### config.mk
export PLATFORM = sky130hd
export DESIGN_NAME = ycbcr_window_binarize_flat
export DESIGN_NICKNAME = d
export VERILOG_FILES = /design/src/rtl/ycbcr_bin_pkg.sv /design/src/rtl/ycbcr_window_binarize_if.sv /design/src/rtl/ycbcr_bin_regs.sv /design/src/rtl/ycbcr_window_binarize.sv /design/src/flat_wrapper.sv
export SDC_FILE = /design/constraint.sdc
export NUM_CORES = 1
export LEC_CHECK = 0
export BUFFER_PORTS_ARGS = -buffer_cell sky130_fd_sc_hd__buf_2
export CAP_MARGIN = 10
export CELL_PAD_IN_SITES_DETAIL_PLACEMENT = 0
export CELL_PAD_IN_SITES_GLOBAL_PLACEMENT = 2
export CORE_MARGIN = 2
export CORE_UTILIZATION = 39
export CTS_BUF_LIST = sky130_fd_sc_hd__clkbuf_4 sky130_fd_sc_hd__clkbuf_8 sky130_fd_sc_hd__clkbuf_16
export DETAILED_ROUTE_END_ITERATION = 8
export GPL_TIMING_DRIVEN = 0
export PLACE_DENSITY_LB_ADDON = 0.1
export SLEW_MARGIN = 20
export SYNTH_ARGS = -nofsm -noshare
export SYNTH_HDL_FRONTEND = slang
export SYNTH_HIERARCHICAL = 1
export SYNTH_SLANG_ARGS = --single-unit
### constraint.sdc
create_clock -name pixelclk -period 4.2 [get_ports pixelclk]
set_clock_uncertainty 0.05 [all_clocks]
set_input_delay 0.84 -clock pixelclk [delete_from_list [all_inputs] [get_ports pixelclk]]
set_output_delay 0.84 -clock pixelclk [all_outputs]
set_load 0.005 [all_outputs]
### src/rtl/ycbcr_bin_pkg.sv
// ycbcr_bin_pkg: shared constants for the YCbCr window binarizer.
// Holds the default geometry, reset thresholds, control-register bit
// positions and the register-map layout.
package ycbcr_bin_pkg;

    localparam int DEF_CW    = 8;
    localparam int DEF_NCH   = 3;
    localparam int DEF_CNT_W = 22;
    localparam int DEF_AW    = 4;

    // Reset thresholds, channel 0 (Y) in the MSBs
    localparam logic [DEF_NCH*DEF_CW-1:0] DEF_TL_INIT = {8'd40,  8'd100, 8'd160};
    localparam logic [DEF_NCH*DEF_CW-1:0] DEF_TH_INIT = {8'd150, 8'd155, 8'd240};

    // Register map for the default channel count
    localparam int ADDR_TL_BASE = 0;
    localparam int ADDR_TH_BASE = DEF_NCH;
    localparam int ADDR_CTRL    = 2 * DEF_NCH;

    // Control register layout: bit0 invert, bits[NCH:1] channel enable mask
    localparam int CTRL_INVERT_BIT = 0;
    localparam int CTRL_MASK_LSB   = 1;

    // Register-map helpers for an arbitrary channel count
    function automatic int addrThBase(input int nch);
        return nch;
    endfunction

    function automatic int addrCtrl(input int nch);
        return 2 * nch;
    endfunction

endpackage

### src/rtl/ycbcr_window_binarize_if.sv
// ycbcr_window_binarize_if: pixel stream, config port and result bundle.
// The master side drives pixels/config and observes results; the slave
// side is the binarizer.
interface ycbcr_window_binarize_if
    import ycbcr_bin_pkg::*;
#(
    parameter int CW    = DEF_CW,
    parameter int NCH   = DEF_NCH,
    parameter int CNT_W = DEF_CNT_W,
    parameter int AW    = DEF_AW
);
    localparam int DW = CW * NCH;

    logic [DW-1:0]    i_pix;
    logic             i_hsync;
    logic             i_vsync;
    logic             i_de;
    logic             cfg_we;
    logic [AW-1:0]    cfg_addr;
    logic [CW-1:0]    cfg_data;
    logic [DW-1:0]    o_binary;
    logic             o_hsync;
    logic             o_vsync;
    logic             o_de;
    logic             o_cfg_pending;
    logic [CNT_W-1:0] o_match_cnt;
    logic             o_cnt_valid;

    modport master (
        output i_pix, i_hsync, i_vsync, i_de, cfg_we, cfg_addr, cfg_data,
        input  o_binary, o_hsync, o_vsync, o_de, o_cfg_pending, o_match_cnt, o_cnt_valid
    );

    modport slave (
        input  i_pix, i_hsync, i_vsync, i_de, cfg_we, cfg_addr, cfg_data,
        output o_binary, o_hsync, o_vsync, o_de, o_cfg_pending, o_match_cnt, o_cnt_valid
    );

endinterface

### src/rtl/ycbcr_bin_regs.sv
// ycbcr_bin_regs: shadow/active threshold bank for the window binarizer.
// Writes land in the shadow set; the active set copies the pre-write shadow
// on each vsync rising edge, so a frame never mixes settings.
// With YCBCR_BIN_STATS_EN defined the commit strobe is exported for the
// per-frame match counter.
module ycbcr_bin_regs
    import ycbcr_bin_pkg::*;
#(
    parameter int                  CW      = DEF_CW,
    parameter int                  NCH     = DEF_NCH,
    parameter int                  AW      = DEF_AW,
    parameter logic [NCH*CW-1:0]   TL_INIT = DEF_TL_INIT,
    parameter logic [NCH*CW-1:0]   TH_INIT = DEF_TH_INIT
) (
    input  logic                     pixelclk,
    input  logic                     reset,
    input  logic                     cfgWe_i,
    input  logic [AW-1:0]            cfgAddr_i,
    input  logic [CW-1:0]            cfgData_i,
    input  logic                     vsync_i,
    output logic [0:NCH-1][CW-1:0]   activeTl_o,
    output logic [0:NCH-1][CW-1:0]   activeTh_o,
    output logic [NCH-1:0]           activeMask_o,
    output logic                     activeInv_o,
`ifdef YCBCR_BIN_STATS_EN
    output logic                     commit_o,
`endif
    output logic                     pending_o
);

    logic [0:NCH-1][CW-1:0] shTl_q, shTl_d, shTh_q, shTh_d;
    logic [0:NCH-1][CW-1:0] acTl_q, acTh_q;
    logic [NCH-1:0]         shMask_q, shMask_d, acMask_q;
    logic                   shInv_q, shInv_d, acInv_q;
    logic                   vsync_q;
    logic                   pending_q, pending_d;
    logic                   validWrite;
    logic                   commit;

    assign commit = vsync_i & ~vsync_q;

    // Decode config writes into the next shadow values and the pending flag
    always_comb begin
        shTl_d     = shTl_q;
        shTh_d     = shTh_q;
        shMask_d   = shMask_q;
        shInv_d    = shInv_q;
        validWrite = 1'b0;
        if (cfgWe_i) begin
            for (int k = 0; k < NCH; k++) begin
                if (cfgAddr_i == AW'(ADDR_TL_BASE + k)) begin
                    shTl_d[k]  = cfgData_i;
                    validWrite = 1'b1;
                end
                if (cfgAddr_i == AW'(addrThBase(NCH) + k)) begin
                    shTh_d[k]  = cfgData_i;
                    validWrite = 1'b1;
                end
            end
            if (cfgAddr_i == AW'(addrCtrl(NCH))) begin
                shInv_d    = cfgData_i[CTRL_INVERT_BIT];
                shMask_d   = cfgData_i[CTRL_MASK_LSB +: NCH];
                validWrite = 1'b1;
            end
        end
        if (validWrite) begin
            pending_d = 1'b1;
        end else if (commit) begin
            pending_d = 1'b0;
        end else begin
            pending_d = pending_q;
        end
    end

    // Shadow bank, pending flag and vsync edge-detect history
    always_ff @(posedge pixelclk or posedge reset) begin
        if (reset) begin
            shTl_q    <= TL_INIT;
            shTh_q    <= TH_INIT;
            shMask_q  <= '1;
            shInv_q   <= 1'b0;
            pending_q <= 1'b0;
            vsync_q   <= 1'b0;
        end else begin
            shTl_q    <= shTl_d;
            shTh_q    <= shTh_d;
            shMask_q  <= shMask_d;
            shInv_q   <= shInv_d;
            pending_q <= pending_d;
            vsync_q   <= vsync_i;
        end
    end

    // Active bank takes the pre-write shadow contents at frame start
    always_ff @(posedge pixelclk or posedge reset) begin
        if (reset) begin
            acTl_q   <= TL_INIT;
            acTh_q   <= TH_INIT;
            acMask_q <= '1;
            acInv_q  <= 1'b0;
        end else if (commit) begin
            acTl_q   <= shTl_q;
            acTh_q   <= shTh_q;
            acMask_q <= shMask_q;
            acInv_q  <= shInv_q;
        end
    end

    assign activeTl_o   = acTl_q;
    assign activeTh_o   = acTh_q;
    assign activeMask_o = acMask_q;
    assign activeInv_o  = acInv_q;
    assign pending_o    = pending_q;
`ifdef YCBCR_BIN_STATS_EN
    assign commit_o     = commit;
`endif

endmodule

### src/rtl/ycbcr_window_binarize.sv
// ycbcr_window_binarize: per-channel inclusive window test on a YCbCr pixel
// producing an all-zero / all-one binary pixel, two-cycle latency with
// delay-matched syncs. Optional feature macro YCBCR_BIN_STATS_EN adds a
// per-frame matched-pixel counter reported at each frame start.
module ycbcr_window_binarize
    import ycbcr_bin_pkg::*;
#(
    parameter int                  CW      = DEF_CW,
    parameter int                  NCH     = DEF_NCH,
    parameter int                  DW      = CW * NCH,
    parameter logic [NCH*CW-1:0]   TL_INIT = DEF_TL_INIT,
    parameter logic [NCH*CW-1:0]   TH_INIT = DEF_TH_INIT,
    parameter int                  CNT_W   = DEF_CNT_W,
    parameter int                  AW      = DEF_AW
) (
    input  logic                   pixelclk,
    input  logic                   reset,
    ycbcr_window_binarize_if.slave bus
);

    logic [0:NCH-1][CW-1:0] actTl, actTh, pixCh;
    logic [NCH-1:0]         actMask;
    logic                   actInv;
    logic                   pending;
`ifdef YCBCR_BIN_STATS_EN
    logic                   commit;
`endif

    logic [NCH-1:0] hitS1_d, hitS1_q, maskS1_q;
    logic           invS1_q, hsS1_q, vsS1_q, deS1_q;
    logic           matchS1;
    logic [DW-1:0]  binary_d, binary_q;
    logic           hsS2_q, vsS2_q, deS2_q;

    ycbcr_bin_regs #(
        .CW      (CW),
        .NCH     (NCH),
        .AW      (AW),
        .TL_INIT (TL_INIT),
        .TH_INIT (TH_INIT)
    ) u_regs (
        .pixelclk     (pixelclk),
        .reset        (reset),
        .cfgWe_i      (bus.cfg_we),
        .cfgAddr_i    (bus.cfg_addr),
        .cfgData_i    (bus.cfg_data),
        .vsync_i      (bus.i_vsync),
        .activeTl_o   (actTl),
        .activeTh_o   (actTh),
        .activeMask_o (actMask),
        .activeInv_o  (actInv),
`ifdef YCBCR_BIN_STATS_EN
        .commit_o     (commit),
`endif
        .pending_o    (pending)
    );

    // Channel 0 sits in the MSBs, which matches the ascending packed index
    assign pixCh = bus.i_pix;

    // Unsigned inclusive window test per channel; TL > TH can never hit
    always_comb begin
        hitS1_d = '0;
        for (int k = 0; k < NCH; k++) begin
            hitS1_d[k] = (pixCh[k] >= actTl[k]) && (pixCh[k] <= actTh[k]);
        end
    end

    // Stage 1 captures hits together with the settings they were judged by
    always_ff @(posedge pixelclk or posedge reset) begin
        if (reset) begin
            hitS1_q  <= '0;
            maskS1_q <= '0;
            invS1_q  <= 1'b0;
            hsS1_q   <= 1'b0;
            vsS1_q   <= 1'b0;
            deS1_q   <= 1'b0;
        end else begin
            hitS1_q  <= hitS1_d;
            maskS1_q <= actMask;
            invS1_q  <= actInv;
            hsS1_q   <= bus.i_hsync;
            vsS1_q   <= bus.i_vsync;
            deS1_q   <= bus.i_de;
        end
    end

    // Disabled channels always pass; matched pixels are black unless inverted
    assign matchS1  = &(hitS1_q | ~maskS1_q);
    assign binary_d = {DW{~matchS1 ^ invS1_q}};

    // Stage 2 registers the binary pixel and the delayed syncs
    always_ff @(posedge pixelclk or posedge reset) begin
        if (reset) begin
            binary_q <= '0;
            hsS2_q   <= 1'b0;
            vsS2_q   <= 1'b0;
            deS2_q   <= 1'b0;
        end else begin
            binary_q <= binary_d;
            hsS2_q   <= hsS1_q;
            vsS2_q   <= vsS1_q;
            deS2_q   <= deS1_q;
        end
    end

    assign bus.o_binary      = binary_q;
    assign bus.o_hsync       = hsS2_q;
    assign bus.o_vsync       = vsS2_q;
    assign bus.o_de          = deS2_q;
    assign bus.o_cfg_pending = pending;

`ifdef YCBCR_BIN_STATS_EN
    logic             matchS2_q;
    logic             countThis;
    logic [CNT_W-1:0] cnt_q, matchCnt_q;
    logic             cntValid_q;

    assign countThis = matchS2_q & deS2_q;

    // Saturating matched-pixel count, reported and restarted at frame start
    always_ff @(posedge pixelclk or posedge reset) begin
        if (reset) begin
            matchS2_q  <= 1'b0;
            cnt_q      <= '0;
            matchCnt_q <= '0;
            cntValid_q <= 1'b0;
        end else begin
            matchS2_q <= matchS1;
            if (commit) begin
                matchCnt_q <= cnt_q;
                cnt_q      <= countThis ? CNT_W'(1) : '0;
                cntValid_q <= 1'b1;
            end else begin
                cntValid_q <= 1'b0;
                if (countThis && (cnt_q != '1)) begin
                    cnt_q <= cnt_q + CNT_W'(1);
                end
            end
        end
    end

    assign bus.o_match_cnt = matchCnt_q;
    assign bus.o_cnt_valid = cntValid_q;
`else
    assign bus.o_match_cnt = '0;
    assign bus.o_cnt_valid = 1'b0;
`endif

endmodule
### src/flat_wrapper.sv
// flat-port wrapper written by rule: the top's interface ports become plain ports
module ycbcr_window_binarize_flat import ycbcr_bin_pkg::*;
#(
    parameter int                  CW      = DEF_CW,
    parameter int                  NCH     = DEF_NCH,
    parameter int                  DW      = CW * NCH,
    parameter logic [NCH*CW-1:0]   TL_INIT = DEF_TL_INIT,
    parameter logic [NCH*CW-1:0]   TH_INIT = DEF_TH_INIT,
    parameter int                  CNT_W   = DEF_CNT_W,
    parameter int                  AW      = DEF_AW
)
  (pixelclk, reset, bus_i_pix, bus_i_hsync, bus_i_vsync, bus_i_de, bus_cfg_we, bus_cfg_addr, bus_cfg_data, bus_o_binary, bus_o_hsync, bus_o_vsync, bus_o_de, bus_o_cfg_pending, bus_o_match_cnt, bus_o_cnt_valid);
  ycbcr_window_binarize_if #(.CW(CW), .NCH(NCH), .CNT_W(CNT_W), .AW(AW)) bus_i ();
  input  logic pixelclk;
  input  logic reset;
  input wire logic [$bits(bus_i.i_pix)-1:0] bus_i_pix;
  input wire logic [$bits(bus_i.i_hsync)-1:0] bus_i_hsync;
  input wire logic [$bits(bus_i.i_vsync)-1:0] bus_i_vsync;
  input wire logic [$bits(bus_i.i_de)-1:0] bus_i_de;
  input wire logic [$bits(bus_i.cfg_we)-1:0] bus_cfg_we;
  input wire logic [$bits(bus_i.cfg_addr)-1:0] bus_cfg_addr;
  input wire logic [$bits(bus_i.cfg_data)-1:0] bus_cfg_data;
  output wire logic [$bits(bus_i.o_binary)-1:0] bus_o_binary;
  output wire logic [$bits(bus_i.o_hsync)-1:0] bus_o_hsync;
  output wire logic [$bits(bus_i.o_vsync)-1:0] bus_o_vsync;
  output wire logic [$bits(bus_i.o_de)-1:0] bus_o_de;
  output wire logic [$bits(bus_i.o_cfg_pending)-1:0] bus_o_cfg_pending;
  output wire logic [$bits(bus_i.o_match_cnt)-1:0] bus_o_match_cnt;
  output wire logic [$bits(bus_i.o_cnt_valid)-1:0] bus_o_cnt_valid;
  assign bus_i.i_pix = bus_i_pix;
  assign bus_i.i_hsync = bus_i_hsync;
  assign bus_i.i_vsync = bus_i_vsync;
  assign bus_i.i_de = bus_i_de;
  assign bus_i.cfg_we = bus_cfg_we;
  assign bus_i.cfg_addr = bus_cfg_addr;
  assign bus_i.cfg_data = bus_cfg_data;
  assign bus_o_binary = bus_i.o_binary;
  assign bus_o_hsync = bus_i.o_hsync;
  assign bus_o_vsync = bus_i.o_vsync;
  assign bus_o_de = bus_i.o_de;
  assign bus_o_cfg_pending = bus_i.o_cfg_pending;
  assign bus_o_match_cnt = bus_i.o_match_cnt;
  assign bus_o_cnt_valid = bus_i.o_cnt_valid;
  ycbcr_window_binarize #(.CW(CW), .NCH(NCH), .DW(DW), .TL_INIT(TL_INIT), .TH_INIT(TH_INIT), .CNT_W(CNT_W), .AW(AW)) u_core (.pixelclk(pixelclk), .reset(reset), .bus(bus_i));
endmodule
==> flow_metrics.env <==
export IMPL_status="complete, no violations"
export IMPL_fmax_mhz=425.9
export IMPL_clock_root_buffer="clkbuf_16"
export IMPL_htree_levels=4
export IMPL_ctsHoldBuffers=0
export IMPL_slew_viol_final=0
export IMPL_numPortBuffers=68
export IMPL_drtIter0Drc=139
export IMPL_min_period_ns=2.348
export IMPL_numCtsBuffers=17
export IMPL_dr_pass1_iters=4
export IMPL_rsz0062_at_grt="false"
export IMPL_worst_slew_pin_slew_ns=0.6289
export IMPL_finalHoldViolCount=0
export IMPL_seq_area_frac_synth_pct=50.85
export IMPL_irDropWorstVdd_mv=0.3203
export IMPL_hold_class="reg -> reg"
export IMPL_drv_cap=0
export IMPL_postCtsSetupBuffers=0
export IMPL_antenna_found_initial=0
export IMPL_track_usage_pct=15.29
export IMPL_overflow=0
export IMPL_layout_setup_ws_ns=1.852
export IMPL_layout_common_cells="mux2_2, buf_2, dfrtp_1"
export IMPL_synth_cell_types=32
export IMPL_grt_busiest_layer="met2"
export IMPL_setup_viol=0
export IMPL_ys_async_sr_fraction_pct=100.0
export IMPL_hpwl_mm=8.473
export IMPL_final_nets=673
export IMPL_die_h_um=128.2
export IMPL_start_util_pct=39.74
export IMPL_cts_tree="yes"
export IMPL_use_met2_pct=24.66
export IMPL_regArea_um2=3060
export IMPL_synth_top_cell_area_share_pct=30.77
export IMPL_synth_top_cell_by_area="dfrtp_1"
export IMPL_detailedPlace_worstSlack_ns=1.900
export IMPL_clock_latency_ns=0.41
export IMPL_synthCells=473
export IMPL_gp_congestion=0.7690
export IMPL_slowest_delay_ns=0.74
export IMPL_powerDensity_nw_per_um2=582.8
export IMPL_viasPerCell=4.563
export IMPL_cp_slowest_cell="dfrtp_1"
export IMPL_wl_per_cell_um=14.68
export IMPL_clk_path_buf_depth=2
export IMPL_multi_input_comb_area_um2=2441
export IMPL_syn_to_final_growth_pct=21.58
export IMPL_synth_edf_count=0
export IMPL_rows=45
export IMPL_grtUsageMet3_pct=4.257
export IMPL_dieArea_um2=16440
export IMPL_maxSlewHeadroom_pct=58.08
export IMPL_drc=0
export IMPL_post_cts_resized=0
export IMPL_core_area_um2=15150
export IMPL_crit_buf_inv=2
export IMPL_synth_top_cells_by_area="dfrtp_1, dfstp_2, mux2_2"
export IMPL_drt_total_wl_mm=11.51
export IMPL_grt_pass1_vias=3590
export IMPL_p_total_uw=4264
export IMPL_path_cells="buf_4 > buf_2"
export IMPL_path_delay_family="flip-flops"
export IMPL_ys_ff_latch=120
export IMPL_grt_pass1_wl_mm=18.57
export IMPL_p_leak_uw=0.003555
export IMPL_crit_arrival_ns=1.46
export IMPL_yosys_warnings=6
export IMPL_cp_end_kind="primary output"
export IMPL_drive_gt1_share_pct=54.36
export IMPL_synth_top_flop_cell="dfrtp_1"
export IMPL_fin_crit_sh_pct=55.90
export IMPL_syn_area_um2=6018
export IMPL_grt_max_degree=55
export IMPL_mostFrequentLayoutCell="mux2_2"
export IMPL_syn_avg_cell_area_um2=12.72
export IMPL_ios=93
export IMPL_cp_required_ns=3.31
export IMPL_fillers=1394
export IMPL_crit_type="reg -> out"
export IMPL_die_w_um=128.2
export IMPL_n_antenna_cell=0
export IMPL_ant_nets=0
export IMPL_clock_sinks=120
export IMPL_met1_usage_pct=19.54
export IMPL_cp_max_fo=24
export IMPL_clk_pin_slew_ns=0.05
export IMPL_critPathLaunchType="register"
export IMPL_num_vias=3577
[cells in the mapped netlist (4+ instances only)]
cell / n
nand2_1: 12
inv_1: 54
dfstp_2: 46
nand3_1: 4
buf_4: 46
nor2_1: 10
mux2_2: 104
ha_1: 48
buf_2: 7
o21ai_0: 13
dfrtp_1: 74
a21oi_1: 21
[layer usage]
layer / up-vias / wire (um)
met5: - / 0
met4: 0 / 180
met3: 16 / 412
met2: 81 / 5642
met1: 1712 / 5274
li1: 1768 / -
[final cells by class]
class / count / area share, %
plain buffers: 55 / 5.421
clock buffers: 25 / 7.062
clock inverters: 7 / 1.248
inverters: 54 / 2.839
multi-input cells: 266 / 33.36
flip-flops and latches: 120 / 41.83
well taps: 188 / 3.215
repair buffers: 69 / 5.027
[cells by family after synthesis]
kind of cell | count (synthesis) | synth area share, %
muxes | 104 | 19.46
and+or+nand+nor | 49 | 5.551
DFF | 120 | 50.85
other | 1 | 0.06231
buffers and inverters | 109 | 9.958
adders and majority gates | 48 | 9.979
xor gates and xnor gates | 1 | 0.1456
AOI/OAI and AO/OA | 41 | 3.992
[sequential cells by signal, indices dropped and copies added, names as in the netlist, 3 cells and up]
register,count
u_core/u_regs/activeTh_o,24
u_core/hitS1_q,3
u_core/u_regs/shTh_q,24
u_core/u_regs/activeTl_o,24
u_core/maskS1_q,3
u_core/u_regs/shTl_q,24
u_core/u_regs/shMask_q,3
u_core/u_regs/activeMask_o,3
[report_power, final]
group          internal, uW  switching, uW
Combinational           634            454
Sequential             1550            171
Clock                   968            483
[metrics by stage]
stage / util, % / TNS, ns / area (um^2) / instances / hold WS [ns]
after floorplan: - / 0 / 6101 / 495 / 0.2812
after global placement: 44.08 / -35.60 / 6676 / 751 / 0.2814
after detailed placement: 44.30 / 0 / 6709 / 752 / 0.2855
after CTS: 48.31 / 0 / 7317 / 784 / 0.2974
after global routing: 48.31 / 0 / 7317 / 784 / 0.3053
final: 48.31 / 0 / 7317 / 784 / 0.2937
[final timing paths]
| check | cells past startpoint | from | endpoint | slack (ns) |
|---|---|---|---|---|
| worst max-delay path | 2 | u_core/bus.o_binary[0] | bus_o_binary[19] | 1.85 |
| worst min-delay path | 0 | u_core/deS1_q | u_core/bus.o_de | 0.29 |
| worst max register to register | 6 | u_core/u_regs/activeTh_o[15] | u_core/hitS1_q[1] | 2.32 |
| worst min register to register | 0 | u_core/deS1_q | u_core/bus.o_de | 0.29 |
| max in group asynchronous | 3 | reset | u_core/u_regs/activeTh_o[11] | 2.99 |
| min in group asynchronous | 2 | reset | u_core/u_regs/vsync_q | 0.42 |
Power figures use the tool's default switching activity.
